==> config.mk <==
export PLATFORM = sky130hd
export DESIGN_NAME = pointwise_mul_sched_flat
export DESIGN_NICKNAME = d
export VERILOG_FILES = /design/src/rtl/pointwise_mul_sched_if.sv /design/src/rtl/pointwise_mul_sched.sv /design/src/flat_wrapper.sv
export SDC_FILE = /design/constraint.sdc
export NUM_CORES = 1
export LEC_CHECK = 0
export CAP_MARGIN = 10
export CORE_AREA = 2 2 133 148
export CTS_CLUSTER_DIAMETER = 80
export DETAILED_ROUTE_END_ITERATION = 12
export DIE_AREA = 0 0 135 150
export GPL_ROUTABILITY_DRIVEN = 0
export PLACE_DENSITY = 0.78
export SLEW_MARGIN = 10
export SYNTH_ARGS = -nofsm -noshare
export SYNTH_HDL_FRONTEND = slang
export SYNTH_SLANG_ARGS = --single-unit
export TNS_END_PERCENT = 10
==> constraint.sdc <==
create_clock -name clk -period 7.8 [get_ports clk]
set_clock_uncertainty 0.05 [all_clocks]
set_input_delay 1.56 -clock clk [delete_from_list [all_inputs] [get_ports clk]]
set_output_delay 1.56 -clock clk [all_outputs]
set_load 0.1 [all_outputs]
==> src/rtl/pointwise_mul_sched_if.sv <==
// Handshake bundle between stream sources, coefficient config and the shared multiplier scheduler.
interface pointwise_mul_sched_if #(
   parameter int unsigned WIDTH = 16,
   parameter int unsigned NREQ  = 4
);
   localparam int unsigned IDXW = $clog2(NREQ);

   logic                    cfg_we;
   logic [IDXW-1:0]         cfg_idx;
   logic [WIDTH-1:0]        cfg_coef;
   logic [NREQ-1:0]         req_valid;
   logic [NREQ*WIDTH-1:0]   req_data;
   logic [NREQ-1:0]         req_ready;
   logic                    out_valid;
   logic [WIDTH-1:0]        out_data;
   logic [IDXW-1:0]         out_id;
   logic                    out_ready;

   modport master (
      output cfg_we, cfg_idx, cfg_coef, req_valid, req_data, out_ready,
      input  req_ready, out_valid, out_data, out_id
   );

   modport slave (
      input  cfg_we, cfg_idx, cfg_coef, req_valid, req_data, out_ready,
      output req_ready, out_valid, out_data, out_id
   );
endinterface

==> src/rtl/pointwise_mul_sched.sv <==
// Round-robin scheduler sharing one WIDTH-bit multiplier between NREQ requesters,
// each scaled by its own programmable coefficient, with a two-stage result pipeline.
module pointwise_mul_sched #(
   parameter int unsigned WIDTH    = 16,
   parameter int unsigned NREQ     = 4,
   parameter int unsigned COEF_RST = 2
) (
   input logic                  clk,
   input logic                  reset,
   pointwise_mul_sched_if.slave bus
);
   localparam int unsigned IDXW = $clog2(NREQ);

   logic [WIDTH-1:0] coef_q [NREQ];
   logic [WIDTH-1:0] coef_d [NREQ];
   logic [IDXW-1:0]  ptr_q, ptr_d;
   logic             s1_v_q, s1_v_d;
   logic [WIDTH-1:0] s1_a_q, s1_a_d;
   logic [WIDTH-1:0] s1_c_q, s1_c_d;
   logic [IDXW-1:0]  s1_id_q, s1_id_d;
   logic             out_valid_q, out_valid_d;
   logic [WIDTH-1:0] out_data_q, out_data_d;
   logic [IDXW-1:0]  out_id_q, out_id_d;

   logic             grant, accept, adv1, adv2;
   logic [IDXW-1:0]  winner, cand;
   logic [WIDTH-1:0] sel_data;

   // Scan from ptr upward; the index add wraps naturally because NREQ is a power of two.
   always_comb begin
      grant  = 1'b0;
      winner = '0;
      cand   = '0;
      for (int unsigned k = 0; k < NREQ; k++) begin
         cand = ptr_q + IDXW'(k);
         if (!grant && bus.req_valid[cand]) begin
            grant  = 1'b1;
            winner = cand;
         end
      end
   end

   always_comb begin
      sel_data = '0;
      for (int unsigned i = 0; i < NREQ; i++) begin
         if (winner == IDXW'(i)) sel_data = bus.req_data[i*WIDTH +: WIDTH];
      end
   end

   assign adv2   = !out_valid_q || bus.out_ready;
   assign adv1   = !s1_v_q || adv2;
   assign accept = grant && adv1 && !reset;

   assign bus.req_ready = accept ? (NREQ'(1) << winner) : '0;
   assign bus.out_valid = out_valid_q;
   assign bus.out_data  = out_data_q;
   assign bus.out_id    = out_id_q;

   always_comb begin
      coef_d      = coef_q;
      ptr_d       = ptr_q;
      s1_v_d      = s1_v_q;
      s1_a_d      = s1_a_q;
      s1_c_d      = s1_c_q;
      s1_id_d     = s1_id_q;
      out_valid_d = out_valid_q;
      out_data_d  = out_data_q;
      out_id_d    = out_id_q;

      if (bus.cfg_we) coef_d[bus.cfg_idx] = bus.cfg_coef;

      // Stage 1 captures coef_q, so a same-cycle write only affects later accepts.
      if (adv1) begin
         s1_v_d = grant;
         if (grant) begin
            s1_a_d  = sel_data;
            s1_c_d  = coef_q[winner];
            s1_id_d = winner;
            ptr_d   = winner + IDXW'(1);
         end
      end

      if (adv2) begin
         out_valid_d = s1_v_q;
         out_data_d  = s1_a_q * s1_c_q;
         out_id_d    = s1_id_q;
      end
   end

   always_ff @(posedge clk) begin
      if (reset) begin
         for (int unsigned i = 0; i < NREQ; i++) coef_q[i] <= WIDTH'(COEF_RST);
         ptr_q       <= '0;
         s1_v_q      <= 1'b0;
         s1_a_q      <= '0;
         s1_c_q      <= '0;
         s1_id_q     <= '0;
         out_valid_q <= 1'b0;
         out_data_q  <= '0;
         out_id_q    <= '0;
      end else begin
         coef_q      <= coef_d;
         ptr_q       <= ptr_d;
         s1_v_q      <= s1_v_d;
         s1_a_q      <= s1_a_d;
         s1_c_q      <= s1_c_d;
         s1_id_q     <= s1_id_d;
         out_valid_q <= out_valid_d;
         out_data_q  <= out_data_d;
         out_id_q    <= out_id_d;
      end
   end
endmodule

==> src/flat_wrapper.sv <==
// flat-port wrapper written by rule: the top's interface ports become plain ports
module pointwise_mul_sched_flat 
#(
   parameter int unsigned WIDTH    = 16,
   parameter int unsigned NREQ     = 4,
   parameter int unsigned COEF_RST = 2
)
  (clk, reset, bus_cfg_we, bus_cfg_idx, bus_cfg_coef, bus_req_valid, bus_req_data, bus_out_ready, bus_req_ready, bus_out_valid, bus_out_data, bus_out_id);
  pointwise_mul_sched_if #(.WIDTH(WIDTH), .NREQ(NREQ)) bus_i ();
  input logic clk;
  input logic reset;
  input wire logic [$bits(bus_i.cfg_we)-1:0] bus_cfg_we;
  input wire logic [$bits(bus_i.cfg_idx)-1:0] bus_cfg_idx;
  input wire logic [$bits(bus_i.cfg_coef)-1:0] bus_cfg_coef;
  input wire logic [$bits(bus_i.req_valid)-1:0] bus_req_valid;
  input wire logic [$bits(bus_i.req_data)-1:0] bus_req_data;
  input wire logic [$bits(bus_i.out_ready)-1:0] bus_out_ready;
  output wire logic [$bits(bus_i.req_ready)-1:0] bus_req_ready;
  output wire logic [$bits(bus_i.out_valid)-1:0] bus_out_valid;
  output wire logic [$bits(bus_i.out_data)-1:0] bus_out_data;
  output wire logic [$bits(bus_i.out_id)-1:0] bus_out_id;
  assign bus_i.cfg_we = bus_cfg_we;
  assign bus_i.cfg_idx = bus_cfg_idx;
  assign bus_i.cfg_coef = bus_cfg_coef;
  assign bus_i.req_valid = bus_req_valid;
  assign bus_i.req_data = bus_req_data;
  assign bus_i.out_ready = bus_out_ready;
  assign bus_req_ready = bus_i.req_ready;
  assign bus_out_valid = bus_i.out_valid;
  assign bus_out_data = bus_i.out_data;
  assign bus_out_id = bus_i.out_id;
  pointwise_mul_sched #(.WIDTH(WIDTH), .NREQ(NREQ), .COEF_RST(COEF_RST)) u_core (.clk(clk), .reset(reset), .bus(bus_i));
endmodule
==> results.cfg <==
[timing]
setup_violations = 0
tns_ns = 0
rsz0062_at_grt = no
final_max_slew_viol_count = 0
relSlewSlack_pct = 28.65
tightest_slew_ns = 1.068
post-route-period-util_pct = 80.13
max_freq_mhz = 160.0
final_hold_viol_count = 0
min_period_ns = 6.250

[finish]
layout_common_cells = nand2_1, dfxtp_1, inv_1, a21oi_1, clkdlybuf4s50_1
n_antenna_cell = 0
fin_nets = 1460
final_common_cell = nand2_1
finalInstanceArea_sq_um = 11060
area_delta_synth_final_pct = 19.92
final_util_pct = 58.71
drive_gt1_share_pct = 4.400

[synthesis]
yosys-mux-area-fraction_pct = 3.474
synth.distinct_cells = 47
yosysTopAreaCellShare_pct = 26.06
yosysTopAreaCell = dfxtp_1
synthCells = 1169
synth-simple-area-share_pct = 22.28
synthFlopType = dfxtp_1
yosys.area_share.adder_pct = 24.56
synth.ff_latch_count = 120
synth-seq-area-share_pct = 26.06
ys_warn_count = 0
synthXorXnorAreaFrac_pct = 3.379
synth_edf_count = 0
synth_nets = 1392
netlist_area_sq_um = 9220
async_flop_share_pct = 0
synth_top_family_by_area = adder cells
synth_area_per_cell_sq_um = 7.887
synth_compound_area_share_pct = 12.17
synthTopCellsByArea = dfxtp_1, fa_1, nand2_1, ha_1, a21oi_1

[worst_setup_path]
required_ns = 6.19
critPathLaunchType = input pin
endpoint_kind = output pin
worst_r2r_path_depth = 18
worstReg2RegEnd = u_core.bus.out_data[14]
arrival_ns = 4.64
cp_max_fo = 34
r2r_slack_ns = 2.05
path_class = input pin to output pin
timing.rr.start = u_core.s1_c_q[1]

[power_and_ir_drop]
p_switching_w = 0.0009592
p_leak_nw = 4.671
internal_power_w = 0.001554
irDropWorstVdd_uv = 155.2
switching_share_pct = 38.17
p_seq_share_pct = 30.8
power_frac_comb_pct = 36.2
p_per_area_nw_per_um2 = 227.3
power_frac_clock_pct = 33.0

[grt]
grt_util_met2_pct = 41.22
grt_pass1_vias = 7808
gr-max-usage-layer = met2
use_met1_pct = 28.87
antenna_found_initial = 0
met3_usage_pct = 3.963
grt_max_degree = 74
grt_pass1_wl_mm = 37.69
grt_overflow = 0
grtUsageTotal_pct = 23.42

[hold_path]
hold-path-cell-count = 2
worstHoldStart = u_core.bus.out_id[0]
holdCritPathClass = flip-flop to flip-flop
min_to = u_core.bus.out_id[0]

[clocking]
cts_tree = done
cts_sinks = 120
postCtsHoldBufs = 0
numCtsBuffers = 17
cts_setup_buffers = 0
cts_max_level = 4
cts_resized = 0
insertion_delay_ns = 0.42
clockBufferDepth = 2
root_buffer = clkbuf_16
clkTransAtPathRegs_ns = 0.05

[detailed_routing]
drc = 0
wl_mm = 23.13
ant_nets = 0
dr.first_iter.drc_count = 441
via_per_inst = 5.289
first_pass_iters = 5
vias = 7918
wl_per_cell_um = 15.45

[floorplan]
die_x_um = 135
pin_count = 113
die_area_sq_um = 20250
start_util_pct = 48.96
die_h_um = 150
rows = 53
core_sq_um = 18830

[place]
place_hpwl_mm = 16.57
io_buffers = 112
place_area_sq_um = 10430

[job]
cap_violations = 0

[outcome]
status = completed
[flip-flops by register name, summed over array words and instances (netlist names)]
name	count
u_core.coef_q	64
u_core.bus.out_data	16
u_core.s1_a_q	16
u_core.s1_c_q	16
u_core.bus.out_id	2
u_core.ptr_q	2
u_core.s1_id_q	2
u_core.bus.out_valid	1
u_core.s1_v_q	1
[how the worst max path moves through the flow]
stage / slack, ns / to / start
2_1_floorplan: 0.84 / bus_req_ready[1] / bus_req_valid[0]
3_3_place_gp: 1.66 / bus_req_ready[1] / bus_req_valid[1]
3_5_place_dp: 1.59 / bus_req_ready[1] / bus_req_valid[1]
4_1_cts: 1.57 / bus_req_ready[1] / bus_req_valid[1]
5_1_grt: 1.40 / bus_req_ready[1] / bus_req_valid[1]
6_report: 1.55 / bus_req_ready[1] / bus_req_valid[1]
[cells in the mapped netlist (all sizes together), types with 3 or more instances]
| library cell | n |
|---|---|
| a22oi | 17 |
| fa | 80 |
| ha | 53 |
| a211oi | 5 |
| nor3b | 6 |
| nor4 | 3 |
| nand2 | 290 |
| nand3 | 23 |
| xnor2 | 27 |
| clkbuf | 63 |
| o21ai | 24 |
| dfxtp | 120 |
| nand2b | 4 |
| inv | 117 |
| a21oi | 118 |
| o211ai | 17 |
| buf | 10 |
| nand3b | 6 |
| and2 | 68 |
| mux2i | 32 |
| a21o | 4 |
| nor3 | 4 |
| nor2 | 50 |
| xor2 | 6 |
[cells by family (layout without fill, tap and decap cells)]
group / Yosys count / in the layout
compound gates: 194 / 194
xor+xnor: 34 / 34
fa+ha+maj: 133 / 133
buf+inv: 191 / 272
flops: 120 / 120
mux: 32 / 32
simple gates: 465 / 465
[per-stage QoR]
stage | cells | hold slack, ns | power [W] | setup WS (ns)
global placement | 1465 | 0.3898 | 0.001675 | 1.658
detailed placement | 1465 | 0.3947 | 0.001691 | 1.594
finish | 1497 | 0.3991 | 0.002513 | 1.550
floorplan | 1169 | 0.3857 | 0.001431 | 0.8350
global route | 1497 | 0.4190 | 0.002652 | 1.400
CTS | 1497 | 0.4023 | 0.002522 | 1.567
[worst max-delay path, cell delays in order]
cell and delay (ns):
clkdlybuf4s50_1 0.53, inv_1 0.08, a221o_1 0.31, a22oi_2 0.33
buf_4 0.57, ha_1 0.67, nor3b_1 0.25, buf_4 0.32
[layout make-up]
type / count / area (sq um)
Timing Repair Buffer: 122 / 1186
Clock buffer: 17 / 425.4
Clock inverter: 15 / 201.4
Sequential cell: 120 / 2402
Multi-Input combinational cell: 858 / 6090
Tap cell: 247 / 309.0
Inverter: 118 / 442.9
Fill cell: 1682 / 7776
[power by group through the flow]
stage | Combinational, W | Sequential (W) | Clock [W]
floorplan | 0.000551 | 0.000880 | 0
global placement | 0.000892 | 0.000783 | 0
detailed placement | 0.000906 | 0.000785 | 0
CTS | 0.000916 | 0.000773 | 0.000834
global route | 0.00100 | 0.000784 | 0.000865
finish | 0.000910 | 0.000775 | 0.000829
[per-layer routing]
layer  up-vias  share of wire (%)
met5         -                  0
met4         0                3.1
met3        53                4.5
met2       201                 52
met1      3799                 41
li1       3865                  -
No activity file was read; power rests on OpenSTA's default activity.
